--- config.mk ---
export PLATFORM = sky130hd
export DESIGN_NAME = seq_detector_param_flat
export DESIGN_NICKNAME = d
export VERILOG_FILES = /design/src/rtl/seq_detector_param_if.sv /design/src/rtl/seq_detector_param.sv /design/src/flat_wrapper.sv
export SDC_FILE = /design/constraint.sdc
export NUM_CORES = 1
export LEC_CHECK = 0
export ABC_AREA = 1
export CAP_MARGIN = 20
export CORE_MARGIN = 4
export CORE_UTILIZATION = 45
export DETAILED_ROUTE_END_ITERATION = 8
export DONT_BUFFER_PORTS = 1
export GPL_TIMING_DRIVEN = 0
export HOLD_SLACK_MARGIN = 0.02
export SYNTH_ARGS = -nofsm -noshare
export SYNTH_HDL_FRONTEND = slang
export SYNTH_SLANG_ARGS = --single-unit
--- constraint.sdc ---
create_clock -name clk -period 2.68 [get_ports clk]
set_input_delay 0.804 -clock clk [delete_from_list [all_inputs] [get_ports clk]]
set_output_delay 0.804 -clock clk [all_outputs]
set_load 0.01 [all_outputs]
--- src/rtl/seq_detector_param_if.sv ---
// Stream, configuration and status signals of the serial pattern detector.
interface seq_detector_param_if #(
    parameter int MAX_LEN = 8,
    parameter int CNT_W   = 8
);
    localparam int LEN_W = $clog2(MAX_LEN + 1);

    logic               din;
    logic               din_valid;
    logic               cfg_load;
    logic [MAX_LEN-1:0] cfg_pattern;
    logic [LEN_W-1:0]   cfg_len;
    logic               cfg_overlap;
    logic               cnt_clr;
    logic               dout;
    logic [CNT_W-1:0]   match_count;
    logic               cnt_ovf;

    modport master (
        output din, din_valid, cfg_load, cfg_pattern, cfg_len, cfg_overlap, cnt_clr,
        input  dout, match_count, cnt_ovf
    );

    modport slave (
        input  din, din_valid, cfg_load, cfg_pattern, cfg_len, cfg_overlap, cnt_clr,
        output dout, match_count, cnt_ovf
    );
endinterface

--- src/rtl/seq_detector_param.sv ---
// Serial bit-pattern detector with runtime-loadable pattern/length, optional
// overlapping matches and a saturating match counter with sticky overflow.
module seq_detector_param #(
    parameter int MAX_LEN = 8,
    parameter int CNT_W   = 8
) (
    input  logic                 clk,
    input  logic                 resetn,
    seq_detector_param_if.slave  bus
);
    localparam int LEN_W = $clog2(MAX_LEN + 1);
    localparam logic [LEN_W-1:0] LEN_MAX = LEN_W'(MAX_LEN);

    logic [MAX_LEN-1:0] pat_q;
    logic [LEN_W-1:0]   len_q;
    logic               ovl_q;
    logic [MAX_LEN-1:0] hist_q;
    logic [LEN_W-1:0]   fill_q;
    logic               dout_q;
    logic [CNT_W-1:0]   cnt_q;
    logic               ovf_q;

    logic [MAX_LEN-1:0] hist_nxt;
    logic [LEN_W-1:0]   fill_inc;
    logic [MAX_LEN-1:0] mask;
    logic               shift_en;
    logic               match;

    always_comb begin
        mask = '0;
        for (int i = 0; i < MAX_LEN; i++)
            mask[i] = (i < int'(len_q));
    end

    // Match is evaluated on the post-shift view so dout has exactly one cycle latency.
    assign shift_en = bus.din_valid && !bus.cfg_load;
    assign hist_nxt = {hist_q[MAX_LEN-2:0], bus.din};
    assign fill_inc = (fill_q == LEN_MAX) ? fill_q : fill_q + LEN_W'(1);
    assign match    = shift_en && (len_q != '0) && (fill_inc >= len_q)
                   && (((hist_nxt ^ pat_q) & mask) == '0);

    always_ff @(posedge clk or negedge resetn) begin
        if (!resetn) begin
            pat_q  <= '0;
            len_q  <= '0;
            ovl_q  <= 1'b0;
            hist_q <= '0;
            fill_q <= '0;
        end else if (bus.cfg_load) begin
            pat_q  <= bus.cfg_pattern;
            len_q  <= (bus.cfg_len > LEN_MAX) ? LEN_MAX : bus.cfg_len;
            ovl_q  <= bus.cfg_overlap;
            hist_q <= '0;
            fill_q <= '0;
        end else if (bus.din_valid) begin
            hist_q <= hist_nxt;
            fill_q <= (match && !ovl_q) ? '0 : fill_inc;
        end
    end

    always_ff @(posedge clk or negedge resetn) begin
        if (!resetn) begin
            dout_q <= 1'b0;
            cnt_q  <= '0;
            ovf_q  <= 1'b0;
        end else begin
            dout_q <= match;
            if (bus.cnt_clr) begin
                cnt_q <= '0;
                ovf_q <= 1'b0;
            end else if (match) begin
                if (&cnt_q) ovf_q <= 1'b1;
                else        cnt_q <= cnt_q + CNT_W'(1);
            end
        end
    end

    assign bus.dout        = dout_q;
    assign bus.match_count = cnt_q;
    assign bus.cnt_ovf     = ovf_q;
endmodule

--- src/flat_wrapper.sv ---
// flat-port wrapper written by rule: the top's interface ports become plain ports
module seq_detector_param_flat 
#(
    parameter int MAX_LEN = 8,
    parameter int CNT_W   = 8
)
  (clk, resetn, bus_din, bus_din_valid, bus_cfg_load, bus_cfg_pattern, bus_cfg_len, bus_cfg_overlap, bus_cnt_clr, bus_dout, bus_match_count, bus_cnt_ovf);
  seq_detector_param_if #(.MAX_LEN(MAX_LEN), .CNT_W(CNT_W)) bus_i ();
  input  logic clk;
  input  logic resetn;
  input wire logic [$bits(bus_i.din)-1:0] bus_din;
  input wire logic [$bits(bus_i.din_valid)-1:0] bus_din_valid;
  input wire logic [$bits(bus_i.cfg_load)-1:0] bus_cfg_load;
  input wire logic [$bits(bus_i.cfg_pattern)-1:0] bus_cfg_pattern;
  input wire logic [$bits(bus_i.cfg_len)-1:0] bus_cfg_len;
  input wire logic [$bits(bus_i.cfg_overlap)-1:0] bus_cfg_overlap;
  input wire logic [$bits(bus_i.cnt_clr)-1:0] bus_cnt_clr;
  output wire logic [$bits(bus_i.dout)-1:0] bus_dout;
  output wire logic [$bits(bus_i.match_count)-1:0] bus_match_count;
  output wire logic [$bits(bus_i.cnt_ovf)-1:0] bus_cnt_ovf;
  assign bus_i.din = bus_din;
  assign bus_i.din_valid = bus_din_valid;
  assign bus_i.cfg_load = bus_cfg_load;
  assign bus_i.cfg_pattern = bus_cfg_pattern;
  assign bus_i.cfg_len = bus_cfg_len;
  assign bus_i.cfg_overlap = bus_cfg_overlap;
  assign bus_i.cnt_clr = bus_cnt_clr;
  assign bus_dout = bus_i.dout;
  assign bus_match_count = bus_i.match_count;
  assign bus_cnt_ovf = bus_i.cnt_ovf;
  seq_detector_param #(.MAX_LEN(MAX_LEN), .CNT_W(CNT_W)) u_core (.clk(clk), .resetn(resetn), .bus(bus_i));
endmodule
Yosys cells after proc, flatten, opt, wreduce, memory -nomap -nowiden
Cells that the tools add are included.

$add $sub $neg: 2. Magnitude comparators: 10. Equal/unequal tests: 2. Mux-type cells: 13. Bitwise operators: 2. Reduce and logical (&&, ||, !) cells: 15.

Operator list (count): 8-bit two-way mux (3); 4-bit two-way mux (5); 3-bit by 4-bit less-than comparator with 1-bit output, first input constant (4); 7-bit two-way mux (2); 8-bit by 1-bit adder with 8-bit output, second input constant (1); 8-bit bitwise AND (1); 8-bit logical NOT (1); 1-bit by 4-bit less-than comparator with 1-bit output, first input constant (2); 2-bit by 4-bit less-than comparator with 1-bit output, first input constant (2); 8-bit AND reduction (1); 8-bit XOR (1); 2-bit nonzero test (3); 1-bit logical AND (5); 4-bit by 1-bit adder with 4-bit output, second input constant (1); 4-bit == test, second input constant (1); 4-bit greater-or-equal comparator (1); 4-bit > comparator, second input constant (1); 2-bit AND reduction (2); 4-bit nonzero test (1); 1-bit two-way mux (3); 1-bit logical NOT (2); 2-bit inequality test, second input constant (1).

Bits in registers: 34.

Logic depth before layout (Yosys ltp)
Depth in word-level cells: 9. Gate-level depth with buffers: 17. Depth with buffers taken out: 17.

Worst setup path after synthesis
OpenSTA, ideal clock, no wires.

Path kind: reg-to-reg. Start: register u_core.fill_q[0]. End: register u_core.cnt_q[0] (netlist: u_core.bus.match_count[0]). Library setup time: 119 ps. Data arrival time: 1843 ps. Required time: 2561 ps. Path slack: 718 ps. Stages on the path, launching flop included: 18. Buffers on the path: 1. Clock period less this slack: 1962 ps. Cell sequence: dfrtp_1 > inv_1 > ha_1 > nand2_1 > nor2_1 > xor2_1 > ha_1 > inv_1 > nand2_1 > nand2_1 > nand2_1 > nand2_1 > nand2_1 > nand3_1 > nor2_4 > buf_6 > nand4_1 > nand2_1.

Cells in the longest elaborated chain, start to end: 7.

Ends and longest elaborated chain: from (decl) (RTL line seq_detector_param.sv:18) `logic [LEN_W-1:0] fill_q;`; from (signal assigned) (RTL line seq_detector_param.sv:57) `fill_q <= (match && !ovl_q) ? '0 : fill_inc;`; 4-bit by 1-bit adder with 4-bit output or 4-bit == test (tied branches) (RTL line seq_detector_param.sv:38) `assign fill_inc = (fill_q == LEN_MAX) ? fill_q : fill_q + LEN_W'(1);`; 4-bit two-way mux * (RTL line seq_detector_param.sv:38); 4-bit greater-or-equal comparator * (RTL line seq_detector_param.sv:39) `assign match = shift_en && (len_q != '0) && (fill_inc >= len_q)`; 1-bit logical AND * (RTL line seq_detector_param.sv:39); 1-bit logical AND * (RTL line seq_detector_param.sv:40) `&& (((hist_nxt ^ pat_q) & mask) == '0);`; named net u_core.match (RTL line seq_detector_param.sv:27) `logic match;`; 2-bit nonzero test (no line) *; 2-bit AND reduction (no line) *; to (signal assigned) (RTL line seq_detector_param.sv:73) `else cnt_q <= cnt_q + CNT_W'(1);`; to (decl) (RTL line seq_detector_param.sv:20) `logic [CNT_W-1:0] cnt_q;`.

Mark *: on every way through the listed nets, which the timed path passes. The rest lies on a longest branch. A chain may end at the register's enable or synchronous reset.

Worst setup path after layout
Start: register u_core.fill_q[0]. End: register u_core.cnt_q[7] (netlist: u_core.bus.match_count[7]).

Cells in the longest elaborated chain, start to end: 7.

Ends and longest elaborated chain (RTL line): 4-bit by 1-bit adder with 4-bit output or 4-bit == test (tied branches) (seq_detector_param.sv:38); 4-bit two-way mux * (seq_detector_param.sv:38); 4-bit greater-or-equal comparator * (seq_detector_param.sv:39); 1-bit logical AND * (seq_detector_param.sv:39); 1-bit logical AND * (seq_detector_param.sv:40); 2-bit nonzero test (no line) *; 2-bit AND reduction (no line) *.

Mark *: on every way between the ends. The rest lies on a longest branch, timed or not.

==> results.ini <==
[outcome]
status=finished clean

[detailed_routing]
wl_per_cell_um=12.5
ant_nets=0
via_count=1462
drtPass1Iterations=4
drc=0
via_per_inst=4.84
drt_iter0_drc=58
drt-total-wl_mm=3.78

[critical_path]
startpoint_type=register
end_kind=register
worst-setup-path-type=reg -> reg
slowest_delay_ps=420
crit_path_frequent_cell=nand2_1
crit_chain=inv_1, ha_1, nand2_1, nor2_1, xor2_1, ha_1, inv_1, nand2_1, nand2_1, nand2_1, nand2_1, a21oi_1, nand4_2, nand3_1, nand2_1
arrival_ps=2360
worstPathRequired_ps=2860
critPathMaxFanout=8
crit_slowest_cell=dfrtp_1

[clocking]
cts_root_buffer=clkbuf_8
cts_max_level=2
cts_tree=yes
cts_sinks=34
cts_resized=0
holdBufCountCts=0
cts_buffers=5
post-cts-setup-buffers=0
clock_latency_ps=290
clkTransAtPathRegs_ps=70
cts_buffer_depth=2

[power_and_ir_drop]
power_density_mw_per_mm2=512
peakVddDrop_mv=0.242
p_leak_nw=1.10

[floorplan]
coreArea_sq_mm=0.00406
core.rowCount=23
io_pins=29
dieArea_sq_mm=0.00538
die_h_um=73.4
die_w_um=73.4
start_util_pct=47.4

[layout]
design_area_sq_mm=0.00208
area_delta_synth_final_pct=8.00
nets=277
layout_commonest_cell=nand2_1
layout_common_cells=nand2_1 (78), inv_1 (37), dfrtp_1 (34), nand3_1 (16), nor2_1 (12)
layout-drive-gt1-share_pct=9.52
n_antenna_cell=0

[synthesis]
avgSynthCellArea_sq_um=7.88
synth_cells=244
synth_area_sq_mm=0.00192
ys_seq_elements=34
ys_seq_area_share_pct=44.2
ys_warn_count=0
synth_cell_type_count=24
syn_nets=270

[sta]
period_share_pct=81.4
setup_viol=0
tns_ps=0
clock_skew_ps=2.42
max_clock_freq_mhz=458
maxSlewViolCount=0
timing.final.ws_setup_ps=498
tightest_slew_ps=528
hold_viol_final=0
grt_setup_unrepaired=false
post-route-min-period_ps=2180
slew_headroom_pct=64.8

[run]
max_cap_violations=0

[global_route]
grt_usage_pct=16.1
grt-ovfl-total=0
grt_pass1_vias=1341
antenna_found_initial=0
grt_max_degree=35
grt_first_pass_wirelength_mm=6.47

[placement]
post_dp_cell_area_sq_mm=0.00199
dpl_worst_slack_ps=510
place.gp.congestion=0.810
io_buffer_count=0
dp_hpwl_mm=2.78

[hold_path]
hp-class=in -> async

==> path summary, 6_finish.rpt <==
| kind | start | to | cells after the start | slack (ps) |
|---|---|---|---|---|
| max | u_core.fill_q[0] | u_core.bus.match_count[7] | 15 | 500 |
| min | resetn | u_core.pat_q[7] | 0 | 200 |
| max reg2reg | u_core.fill_q[0] | u_core.bus.match_count[7] | 15 | 500 |
| min reg2reg | u_core.pat_q[3] | u_core.pat_q[3] | 2 | 500 |
| max in group asynchronous | resetn | u_core.pat_q[5] | 0 | 2400 |
| min in group clk | u_core.pat_q[3] | u_core.pat_q[3] | 2 | 500 |
==> area by class of cell <==
| type | instances | area, sq um |
|---|---|---|
| fillers | 395 | 1980 |
| multi-input cells | 166 | 896 |
| flip-flops and latches | 34 | 851 |
| inverters | 40 | 150 |
| clock buffers | 7 | 86.3 |
| well taps | 50 | 62.6 |
| plain buffers | 4 | 26.3 |
| clock inverters | 1 | 5.00 |
==> cell families (layout without fill, tap and decap cells) <==
| family | Yosys count | after routing | share of synthesized area, % |
|---|---|---|---|
| simple gates | 128 | 128 | 31.4 |
| flops | 34 | 34 | 44.2 |
| fa+ha+maj | 7 | 7 | 4.55 |
| buf+inv | 44 | 52 | 9.17 |
| compound gates | 21 | 21 | 6.05 |
| xor+xnor | 10 | 10 | 4.55 |
==> worst max-delay path: cells and delay by family, from the launching register on <==
kind                     cells  cell delay [ps]
buffers and inverters        2              100
AND/OR/NAND/NOR              9              760
flip-flops                   1              420
XOR/XNOR                     1              160
AO/OA/AOI/OAI                1              160
adder cells (fa/ha/maj)      2              470
==> power breakdown <==
group | total, mW | internal, mW | switching, mW
sequential | 0.553 | 0.535 | 0.0177
combinational | 0.118 | 0.0422 | 0.0756
clock | 0.393 | 0.207 | 0.186
total | 1.06 | 0.784 | 0.279
==> registers in the layout, indices dropped and copies added (netlist names) <==
name	cells
u_core.bus.match_count	8
u_core.pat_q	8
u_core.hist_q	7
u_core.fill_q	4
u_core.len_q	4
u_core.bus.cnt_ovf	1
u_core.bus.dout	1
u_core.ovl_q	1
==> synth_stat cells (all sizes together) <==
cell,count,area share [%]
nand2,81,16
inv,38,7.4
dfrtp,34,44
nand3,19,5.7
nor2,17,4.5
nand4,11,5.0
o21ai,11,2.9
ha,7,4.6
xor2,7,3.2
o22ai,6,2.0
a21oi,3,0.78
clkbuf,3,0.78
xnor2,3,1.4
clkinv,2,0.39
a22o,1,0.46
buf,1,0.59
==> metal layers <==
layer	GRT usage [%]	up-vias	wire length [um]
met5	0	-	0
met4	6.64	0	68
met3	5.20	8	238
met2	24.2	33	1630
met1	21.3	635	1850
li1	-	786	-
==> per-stage QoR <==
| step | total power, mW | instances | hold slack, ps | util (%) |
|---|---|---|---|---|
| 2_1_floorplan | 0.655 | 244 | 463 | - |
| 3_3_place_gp | 0.679 | 294 | 484 | 48.9 |
| 3_5_place_dp | 0.681 | 294 | 489 | 48.9 |
| 4_1_cts | 1.08 | 302 | 194 | 51.2 |
| 5_1_grt | 1.12 | 302 | 187 | 51.2 |
| 6_report | 1.06 | 302 | 205 | 51.2 |
No activity file was read; power rests on OpenSTA's default activity.
